**src/rtl/drv_pkg.sv**
```systemverilog
// Shared definitions for the step/dir receive path.
package drv_pkg;

    localparam int unsigned PERIOD_W = 17;

    localparam logic DIR_POS = 1'b1;

    typedef enum logic {
        IDLE = 1'b0,
        RUN  = 1'b1
    } state_t;

endpackage

```
**src/rtl/sync_edge.sv**
```systemverilog
// Two-flop synchroniser with a rising-edge strobe on the synchronised level.
module sync_edge (
    input  logic clk,
    input  logic rst,
    input  logic din,
    output logic dout,
    output logic rise
);

    logic meta;
    logic sync;
    logic prev;

    // Synchroniser chain plus one delayed copy for edge detection
    always_ff @(posedge clk or posedge rst) begin
        if (rst) begin
            meta <= 1'b0;
            sync <= 1'b0;
            prev <= 1'b0;
        end else begin
            meta <= din;
            sync <= meta;
            prev <= sync;
        end
    end

    assign dout = sync;
    assign rise = sync & ~prev;

endmodule

```
**src/rtl/drv_step_decoder.sv**
```systemverilog
// Step/dir receiver: position counter, step-period measurement and fault flags.
module drv_step_decoder
    import drv_pkg::*;
#(
    parameter int unsigned POS_W      = 32,
    parameter int unsigned PERIOD_W   = drv_pkg::PERIOD_W,
    parameter int unsigned TIMEOUT    = 100000,
    parameter int unsigned MIN_PERIOD = 10
) (
    input  logic                       clk,
    input  logic                       rst,
    input  logic                       drv_step,
    input  logic                       drv_dir,
    input  logic                       drv_enable_SM,
    input  logic                       pos_clear,
    input  logic                       err_clear,
    output logic signed [POS_W-1:0]    pos,
    output logic        [PERIOD_W-1:0] period,
    output logic                       period_valid,
    output logic                       moving,
    output logic                       dir_last,
    output logic                       err_fast,
    output logic                       err_dis_step
);

    localparam logic [PERIOD_W-1:0] TIMEOUT_C = PERIOD_W'(TIMEOUT);
    localparam logic [PERIOD_W-1:0] MIN_C     = PERIOD_W'(MIN_PERIOD);
    localparam logic [PERIOD_W-1:0] CNT_MAX   = '1;
    localparam logic [PERIOD_W-1:0] CNT_ONE   = PERIOD_W'(1);

    state_t              state;
    state_t              state_next;
    logic [PERIOD_W-1:0] cnt;
    logic [PERIOD_W-1:0] cnt_next;
    logic                period_load;
    logic                fast_hit;

    logic step_rise;
    logic step_level_unused;
    logic dir_sync;
    logic dir_rise_unused;
    logic accepted;

    sync_edge u_step_sync (
        .clk  (clk),
        .rst  (rst),
        .din  (drv_step),
        .dout (step_level_unused),
        .rise (step_rise)
    );

    sync_edge u_dir_sync (
        .clk  (clk),
        .rst  (rst),
        .din  (drv_dir),
        .dout (dir_sync),
        .rise (dir_rise_unused)
    );

    assign accepted = step_rise & drv_enable_SM;
    assign moving   = (state == RUN);

    // FSM state register
    always_ff @(posedge clk or posedge rst) begin
        if (rst) state <= IDLE;
        else     state <= state_next;
    end

    // Next state, period counter and measurement decisions; a step beats a coincident timeout
    always_comb begin
        state_next  = state;
        cnt_next    = cnt;
        period_load = 1'b0;
        fast_hit    = 1'b0;
        case (state)
            IDLE: begin
                cnt_next = '0;
                if (accepted) begin
                    state_next = RUN;
                    cnt_next   = CNT_ONE;
                end
            end
            RUN: begin
                if (accepted) begin
                    period_load = 1'b1;
                    fast_hit    = (cnt < MIN_C);
                    cnt_next    = CNT_ONE;
                end else if (cnt >= TIMEOUT_C) begin
                    state_next = IDLE;
                    cnt_next   = '0;
                end else if (cnt != CNT_MAX) begin
                    cnt_next = cnt + CNT_ONE;
                end
            end
            default: begin
                state_next = IDLE;
                cnt_next   = '0;
            end
        endcase
    end

    // Period counter, captured period and its one-cycle strobe
    always_ff @(posedge clk or posedge rst) begin
        if (rst) begin
            cnt          <= '0;
            period       <= '0;
            period_valid <= 1'b0;
        end else begin
            cnt          <= cnt_next;
            period_valid <= period_load;
            if (period_load) period <= cnt;
        end
    end

    // Position and direction of last accepted step; clear drops a coincident step
    always_ff @(posedge clk or posedge rst) begin
        if (rst) begin
            pos      <= '0;
            dir_last <= 1'b0;
        end else begin
            if (pos_clear)
                pos <= '0;
            else if (accepted)
                pos <= (dir_sync == DIR_POS) ? pos + POS_W'(1) : pos - POS_W'(1);
            if (accepted) dir_last <= dir_sync;
        end
    end

    // Sticky fault flags; a new fault wins over a coincident clear
    always_ff @(posedge clk or posedge rst) begin
        if (rst) begin
            err_fast     <= 1'b0;
            err_dis_step <= 1'b0;
        end else begin
            err_fast     <= (err_fast & ~err_clear) | fast_hit;
            err_dis_step <= (err_dis_step & ~err_clear) | (step_rise & ~drv_enable_SM);
        end
    end

endmodule

```
**config.mk**
```make
export PLATFORM = sky130hd
export DESIGN_NAME = drv_step_decoder
export DESIGN_NICKNAME = d
export VERILOG_FILES = /design/src/rtl/drv_pkg.sv /design/src/rtl/sync_edge.sv /design/src/rtl/drv_step_decoder.sv
export SDC_FILE = /design/constraint.sdc
export NUM_CORES = 1
export LEC_CHECK = 0
export ABC_CLOCK_PERIOD_IN_PS = 4100
export BUFFER_PORTS_ARGS = -buffer_cell sky130_fd_sc_hd__buf_4
export CORE_MARGIN = 5
export CORE_UTILIZATION = 30
export CTS_BUF_LIST = sky130_fd_sc_hd__clkbuf_8
export DETAILED_ROUTE_END_ITERATION = 8
export HOLD_SLACK_MARGIN = 0.06
export PLACE_DENSITY = 0.49
export SYNTH_ARGS = -nofsm -noshare
export SYNTH_HDL_FRONTEND = slang
export SYNTH_SLANG_ARGS = --single-unit
```
**constraint.sdc**
```tcl
create_clock -name clk -period 4.1 [get_ports clk]
set_input_delay 0.82 -clock clk [delete_from_list [all_inputs] [get_ports clk]]
set_output_delay 0.82 -clock clk [all_outputs]
set_load 0.01 [all_outputs]
```
* Word-level counts from Yosys, hierarchy flattened
Cells that the tools add are included.
** Storage, ports and cells
- Bits in registers :: 76
- Bits in latches :: 0
- Memory bits (writable) :: 0
- ROM bits :: 0
- Bits of input ports :: 7
- Output and inout port bits :: 54
- Logic and storage cells :: 47
- Memories :: 0
** Cells by class
- Add/subtract/negate cells :: 3
- Multipliers :: 0
- Div/mod/pow operators :: 0
- Order comparisons :: 2
- Eq/ne operators :: 2
- Shift operators :: 0
- Mux-type cells :: 15
- Bitwise gates (word level) :: 11
- Reduce and logical (&&, ||, !) cells :: 1
** Operators with widths (number)
- two-way mux 32 bit :: 3
- two-way mux 17 bit :: 3
- one-hot mux 17 bit (2 select lines) :: 1
- adder 32 x 2 -> 32 bit, second input constant :: 1
- subtractor 32 x 2 -> 32 bit, second input constant :: 1
- adder 17 x 1 -> 17 bit, second input constant :: 1
- greater-or-equal comparator 17 bit, second input constant :: 1
- < comparator 17 x 4 -> 1 bit, second input constant :: 1
- != test 17 bit, second input constant :: 1
- two-way mux 1 bit :: 7
- AND 1 bit :: 5
- != test 4 x 1 -> 1 bit, second input constant :: 1
- NOT 1 bit :: 4
- bitwise OR 1 bit :: 2
- one-hot mux 1 bit (2 select lines) :: 1
- nonzero test 2 bit :: 1

* Depth between registers and ports, before layout
Gate-level depths: netlist of run 1.
- Depth in word-level cells :: 6
- Mapped depth :: 11
- Gate-level depth less buffers :: 10

* Hierarchy
From an unflattened synthesis of run 1, not the netlist that was laid out.
** Second synthesis, totals
- Cell total of the unflattened synthesis :: 556
- Area, all modules :: 5119.9 um^2
** Modules (own cells, without submodules)
- drv_step_decoder :: instances 1, cells each 546, area an instance 4934.7 um^2, seq. area each 1776.7 um^2
- sync_edge :: instances 2, cells each 5, area an instance 92.6 um^2, seq. area each 75.1 um^2

* Worst setup path after synthesis of run 1
Ideal clock, no wire load.
- Kind :: reg2reg
- Start point :: reg u_dir_sync.sync (netlist: u_dir_sync.dout)
- End point :: reg pos[30]
- Library setup time :: 66 ps
- Arrival :: 2832 ps
- Required time :: 4034 ps
- Setup slack :: 1202 ps
- Cell stages (with the launch flop) :: 10
- Path buffers :: 0
- Cell sequence :: dfrtp_1 > inv_1 > ha_1 > and3_1 > a221o_1 > a31oi_1 > nor4_2 > o2111ai_1 > mux2_1 > nand2_1
** On the way
- Longest elaborated chain between the ends :: 3
** RTL lines
- from (decl) :: RTL line sync_edge.sv:11 : logic sync;
- from (signal assigned) :: RTL line sync_edge.sv:22 : sync <= meta;
- two-way mux 32 bit :: RTL line drv_step_decoder.sv:124 : pos <= (dir_sync == DIR_POS) ? pos + POS_W'(1) : pos - POS_W'(1);
- two-way mux 32 bit :: RTL line drv_step_decoder.sv:123 : else if (accepted)
- two-way mux 32 bit :: RTL line drv_step_decoder.sv:121 : if (pos_clear)
- to (signal assigned) :: RTL line drv_step_decoder.sv:124
- to (decl) :: RTL line drv_step_decoder.sv:17 : output logic signed [POS_W-1:0] pos,
No other way between the ends. The select of a mux whose other input is x is not followed.
A chain may end at the register's enable or synchronous reset.

* Final worst setup path of run 1
- Start point :: reg u_dir_sync.sync (netlist: u_dir_sync.dout)
- End point :: reg pos[25]
Same word-level chain as after synthesis.

==> results of run 1 <==
## power breakdown
part | switching (mW) | total, mW | internal (mW)
sequential | 0.0620 | 0.877 | 0.815
combinational | 0.250 | 0.441 | 0.191
clock | 0.300 | 0.640 | 0.340
## layout make-up
type | count | area share [%]
clock buffer | 9 | 2.15
sequential | 76 | 33.0
clock inverter | 6 | 1.54
tap | 216 | 4.69
multi-input combinational | 428 | 48.7
timing repair buffer | 65 | 8.47
inverter | 21 | 1.39
## worst reg2reg max path: cells and delay by family, from the launching register on
family	cells	cell delay [ns]
adder cells (fa/ha/maj)	1	0.40
AO/OA/AOI/OAI	7	1.75
buffers and inverters	1	0.69
flip-flops	1	0.42
## per-stage QoR
stage	std cells	hold WS [ns]	instance area [um^2]	total power, mW	utilization (%)
final	821	0.352	5760	1.96	36.2
after global routing	821	0.358	5760	2.09	36.2
after floorplan	544	0.331	4850	1.18	-
after CTS	821	0.356	5760	2.00	36.2
after detailed placement	806	0.336	5550	1.34	34.9
after global placement	806	0.336	5550	1.34	34.9
## per-layer routing
metal  vias up  global-route usage (%)  share of wire [%]  routed length [um]
met5         -                       0                  0                   0
met3         8                    4.09                5.2                 665
met2        75                    24.4                 49                6290
li1       2077                       -                  -                   -
met4         0                    3.38               0.67                  87
met1      1958                    19.1                 45                5850
## worst max path at each step
stage / to / slack (ns)
after global routing: pos[27] / 0.37
after CTS: pos[27] / 0.69
after detailed placement: pos[27] / 0.71
after floorplan: pos[30] / 1.20
after global placement: pos[25] / 0.78
final: pos[25] / 0.74
## cells in the final DEF (no fill, tap or decap), drive strengths merged, types with 19 or more instances in the layout
cell / instances
ha: 32
nand2: 81
nor2: 45
xor2: 23
buf: 65
o21ai: 37
inv: 21
mux2: 19
a21oi: 55
dfrtp: 76
## sequential cells by signal (all words and copies together), names as in the netlist
signal            count
cnt                  17
dir_last              1
err_dis_step          1
err_fast              1
moving                1
period               17
period_valid          1
pos                  32
u_dir_sync.dout       1
u_dir_sync.meta       1
u_step_sync.dout      1
u_step_sync.meta      1
u_step_sync.prev      1
## logic make-up (layout without fill, tap and decap cells)
group / after synthesis / count (layout) / synth area share (%)
flip-flops: 76 / 76 / 39.2
buffers and inverters: 40 / 101 / 3.14
XOR/XNOR: 38 / 38 / 6.86
adder cells (fa/ha/maj): 33 / 33 / 8.66
AO/OA/AOI/OAI: 146 / 146 / 19.2
multiplexers: 24 / 24 / 5.44
AND/OR/NAND/NOR: 187 / 187 / 17.5
==> metrics.md, run 1 <==
| Metric | Value |
|---|---|
| First-pass GRT wire length | 22000 um |
| Synth Cell Area | about 4900 um^2 |
| H-tree depth | 3 |
| Period utilisation layout | 81.9% |
| Syn Area/Cell | approximately 9 um^2 |
| Sink Count | 76 |
| Setup_tns | 0 ns |
| Post-CTS setup buffer count | 0 |
| Critical Path Start Type | flip-flop |
| Congestion Overflow GR | 0 |
| Synthesis-to-layout area growth | 18.6% |
| N_diodes | 0 |
| Yosys warns | 0 |
| Unique masters post-synth | 61 |
| Die Span X | 137 um |
| Area share of the largest cell type after synthesis | 39.2% |
| GP Congestion | ~0.92 |
| Most numerous cell in the Yosys netlist | nand2_1 |
| Sequential cell area | 1900 um^2 |
| Die Y | 137 um |
| WP depth | 9 |
| Highest Clock Rate | 0.298 GHz |
| Worst Skew | 0.0129 ns |
| Final WS setup | ~0.74 ns |
| CP Cell Sequence | inv_1 > ha_1 > a211oi_1 > o211ai_2 > a21boi_2 > o31ai_4 > a31oi_2 > o21ai_0 > a221o_1 |
| Measured slew at the worst slew-check pin | 0.921 ns |
| Nets@finish | ~640 |
| Hold Path Origin | u_step_sync.meta |
| CP top delay family | compound AO/OA/AOI/OAI gates |
| CTS buffer count | 9 |
| Syn Inst Count | 544 |
| Asr flop ratio synth | between 90% and 100% |
| Initial Utilization | a little under a third |
| IO buf count | 60 |
| Fraction of layout cells with a size suffix above 1 | 17.9% |
| Post-synth top flop | dfrtp_1 |
| Tmin final | approximately 3.4 ns |
| FF-to-FF Start | u_dir_sync.dout |
| Vias per Instance | approximately 5.0 |
| Gr usage total | 14.7% |
| Register area share after synthesis | between 30% and 40% |
| CTS tree | done |
| Worst Hold Path EP | u_step_sync.dout |
| EDFF count, synth | 0 |
| Area of the multi-input gates | 2810 um^2 |
| Reg clk slew, reported paths | 0.09 ns |
| Largest area contributor in the netlist | dfrtp_1 |
| Vias in the first global route | approximately 4300 |
| Crit path kind | flip-flop to flip-flop |
| Slowest stage delay, CP | ~0.69 ns |
| DRT iter0 DRCs | 252 |
| Worst R2R Path Depth | 9 |
| Required time worst endpoint | 4.36 ns |
| FF+latch count, synth | 76 |
| Final hold violations | 0 |
| Net Count, Synth | 584 |
| Leakage | 2.70 nW |
| Pre-CTS WS | 0.713 ns |
| Initial antenna violation count | 0 |
| Routed WL | 12900 um |
| Relative slew slack | between 30% and 40% |
| Filler Cell Count | between 1500 and 2000 |
| # IOs | 61 |
| Pre-antenna DRT Iters | 4 |
| Unrepaired setup endpoints after global routing | no |
| Max_cap viols | 0 |
| Max Slew Vio Count | 0 |
| Core area | 15900 um^2 |
| Worst hold path class | flip-flop to flip-flop |
| Root Buffer | clkbuf_8 |
| Drt wl/cell | 15.7 um |
| Pin count of the biggest net entering global routing | 47 |
| Crit Reg-Reg Endpoint | pos[25] |
| Worst hold path depth | 0 |
| Post-detail-place hpwl | 9570 um |
| Worst vdd ir | ~230 uV |
| CP max FO | 25 |
| Critical path arrival | about 3.6 ns |
| CP Launch Point | u_dir_sync.dout |
| Synth top cells by count | 81 x nand2_1, 76 x dfrtp_1, 55 x a21oi_1 |
| Slowest-stage cell, CP | inv_1 |
| Bufs on Longest Clock Path | 2 |
| Cts hold-fix bufs | 0 |
| Outcome | completed |
| Cts repair resizes | 0 |
| DRC Markers | 0 |
| Worst-Skew Late Latency | 0.37 ns |
| Synth top area cells | dfrtp_1 39%, ha_1 8.2%, nand2_1 6.3% |
| Worst reg2reg setup slack | 0.74 ns |
| Worst setup EP type | flip-flop |
| Row cnt | 46 |
| PwrDens | around 340 nW/um^2 |
| Die area | 18800 um^2 |
| Total number of vias | a little over 4000 |
| Critical path buffers and inverters | 1 |
| # setup viols final | 0 |
| Number of nets with antenna violations after routing | 0 |
No activity file was read; power rests on OpenSTA's default activity.
==> inputs of run 2 (changes only) <==
--- a/config.mk
+++ b/config.mk
@@ -5,14 +5,14 @@
 export SDC_FILE = /design/constraint.sdc
 export NUM_CORES = 1
 export LEC_CHECK = 0
-export ABC_CLOCK_PERIOD_IN_PS = 4100
+export ABC_CLOCK_PERIOD_IN_PS = 3000
 export BUFFER_PORTS_ARGS = -buffer_cell sky130_fd_sc_hd__buf_4
 export CORE_MARGIN = 5
 export CORE_UTILIZATION = 30
 export CTS_BUF_LIST = sky130_fd_sc_hd__clkbuf_8
 export DETAILED_ROUTE_END_ITERATION = 8
 export HOLD_SLACK_MARGIN = 0.06
-export PLACE_DENSITY = 0.49
+export PLACE_DENSITY = 0.5
 export SYNTH_ARGS = -nofsm -noshare
 export SYNTH_HDL_FRONTEND = slang
 export SYNTH_SLANG_ARGS = --single-unit
==> constraint.sdc (replaced) <==
create_clock -name clk -period 3 [get_ports clk]
set_input_delay 0.6 -clock clk [delete_from_list [all_inputs] [get_ports clk]]
set_output_delay 0.6 -clock clk [all_outputs]
set_load 0.01 [all_outputs]
==> run 2 against run 1 <==
Against the previous run: non-clock buffer count is 5 higher; largest cell class unchanged; final cell count is 0.73% higher; critical path depth is 1 higher; critical path type unchanged.
==> metrics.md, run 2 (synthesized netlist as in run 1, its figures left out) <==
| Metric | Value |
|---|---|
| Outcome | completed |
| Worst Skew | ~0.014 ns |
| Worst-Skew Late Latency | 0.37 ns |
| Drt wl/cell | roughly 16 um |
| Slowest stage delay, CP | 0.57 ns |
| Worst vdd ir | 341 uV |
| DRC Markers | 0 |
| Routed WL | 13000 um |
| PwrDens | about 440 nW/um^2 |
| Largest reg by FF count | pos |
| Pre-CTS WS | 0.172 ns |
| Slowest-stage cell, CP | or4_1 |
| Required time worst endpoint | 3.27 ns |
| Crit path kind | flip-flop to flip-flop |
| Final WS setup | 0.167 ns |
| WP depth | 10 |
| Critical Path Start Type | flip-flop |
| Regs by FF count | pos (32), cnt (17), period (17) |
| Core area | between 15000 and 20000 um^2 |
| Max_cap viols | 0 |
| Initial Utilization | between 30% and 40% |
| Worst R2R Path Depth | 10 |
| N_diodes | 0 |
| CTS buffer count | 9 |
| Number of nets with antenna violations after routing | 0 |
| Leakage | approximately 2.7 nW |
| Reg clk slew, reported paths | around 0.090 ns |
| Tmin final | 2.83 ns |
| Final hold violations | 0 |
| # setup viols final | 0 |
| Die Y | 137 um |
| Sink Count | 76 |
| Highest Clock Rate | 0.353 GHz |
| Filler Cell Count | 1670 |
| Critical path buffers and inverters | 2 |
| Measured slew at the worst slew-check pin | approximately 0.77 ns |
| Period utilisation layout | 94.4% |
| Row cnt | 46 |
| First-pass GRT wire length | 22200 um |
| Hold Path Origin | drv_step |
| CP top delay family | compound AO/OA/AOI/OAI gates |
| Setup_tns | 0 ns |
| Worst reg2reg setup slack | 0.17 ns |
| Fraction of layout cells with a size suffix above 1 | 19.0% |
| Commonest non-fill, non-tap cells in the layout | 81 x nand2_1, 76 x dfrtp_1, 69 x buf_4, 55 x a21oi_1, 45 x nor2_1 |
| CP max FO | 17 |
| Worst setup EP type | flip-flop |
| Die area | 18800 um^2 |
| Worst hold path depth | 1 |
| Vias per Instance | 5.05 |
| IO buf count | 60 |
| Nets@finish | 646 |
| Top cell by count, worst path | o211ai_2 |
| Root Buffer | clkbuf_8 |
| Commonest non-fill, non-tap cell in the layout | nand2_1 |
| DRT iter0 DRCs | 198 |
| Pin count of the biggest net entering global routing | 44 |
| Unrepaired setup endpoints after global routing | no |
| Synthesis-to-layout area growth | 19.4% |
| Die Span X | ~140 um |
| Congestion Overflow GR | 0 |
| Number of flip-flops under the largest register name | 32 |
| Post-CTS setup buffer count | 0 |
| Vias in the first global route | between 4000 and 5000 |
| H-tree depth | 3 |
| Initial antenna violation count | 0 |
| CTS tree | done |
| Cts repair resizes | 0 |
| GP Congestion | roughly 0.90 |
| Total number of vias | roughly 4200 |
| Max Slew Vio Count | 0 |
| CP Launch Point | u_dir_sync.dout |
| Gr usage total | 14.8% |
| Relative slew slack | 48.3% |
| CP Cell Sequence | inv_1 > buf_12 > ha_1 > o211ai_2 > o211ai_2 > a21boi_2 > o31ai_4 > a31oi_2 > or4_1 > a21o_1 |
| Bufs on Longest Clock Path | 2 |
| FF-to-FF Start | u_dir_sync.dout |
| Critical path arrival | around 3.1 ns |
| Post-detail-place hpwl | 9760 um |
| Worst hold path class | input port to flip-flop |
| # IOs | 61 |
| Pre-antenna DRT Iters | 4 |
| Cts hold-fix bufs | 0 |
[run 2: path summary, 6_finish.rpt]
check                                         to
min in group asynchronous                cnt[10]
worst max register to register           pos[29]
worst min register to register  u_step_sync.dout
worst max-delay path                     pos[29]
worst min-delay path            u_step_sync.meta
max in group asynchronous             period[13]
[run 2: through the flow]
step | area, um^2 | util, % | cells | power [mW] | hold slack [ns]
finish | 5790 | 36.5 | 827 | 2.57 | 0.340
global route | 5790 | 36.5 | 827 | 2.75 | 0.303
CTS | 5780 | 36.4 | 827 | 2.62 | 0.314
detailed placement | 5600 | 35.2 | 811 | 1.84 | 0.346
global placement | 5600 | 35.2 | 811 | 1.83 | 0.333
floorplan | 4850 | - | 544 | 1.61 | 0.331
[run 2: routing by layer]
metal,part of all wire [%],vias to the layer above,global-route usage (%)
met5,0,-,0
met4,1.1,0,3.71
met2,49,79,24.9
met1,45,2014,18.7
met3,4.7,10,4.46
li1,-,2077,-
[run 2: worst register-to-register path, cell delays in order (launching register included)]
cell and delay [ns]:
dfrtp_1 0.39, inv_1 0.09, buf_12 0.16, ha_1 0.37, o211ai_2 0.13, o211ai_2 0.21, a21boi_2 0.13, o31ai_4 0.26
a31oi_2 0.22, or4_1 0.57, a21o_1 0.19
[run 2: where the power goes]
part	switching, mW	internal [mW]	total, mW
combinational	0.343	0.267	0.610
clock	0.413	0.345	0.759
sequential	0.0858	1.11	1.20
[run 2: cell type report]
class	count	area (um^2)	area share, %
multi-input cells	428	2820	48.6
flip-flops and latches	76	1900	32.8
repair buffers	70	538	9.29
well taps	216	270	4.66
clock buffers	11	151	2.61
inverters	21	80.1	1.38
clock inverters	5	36.3	0.626
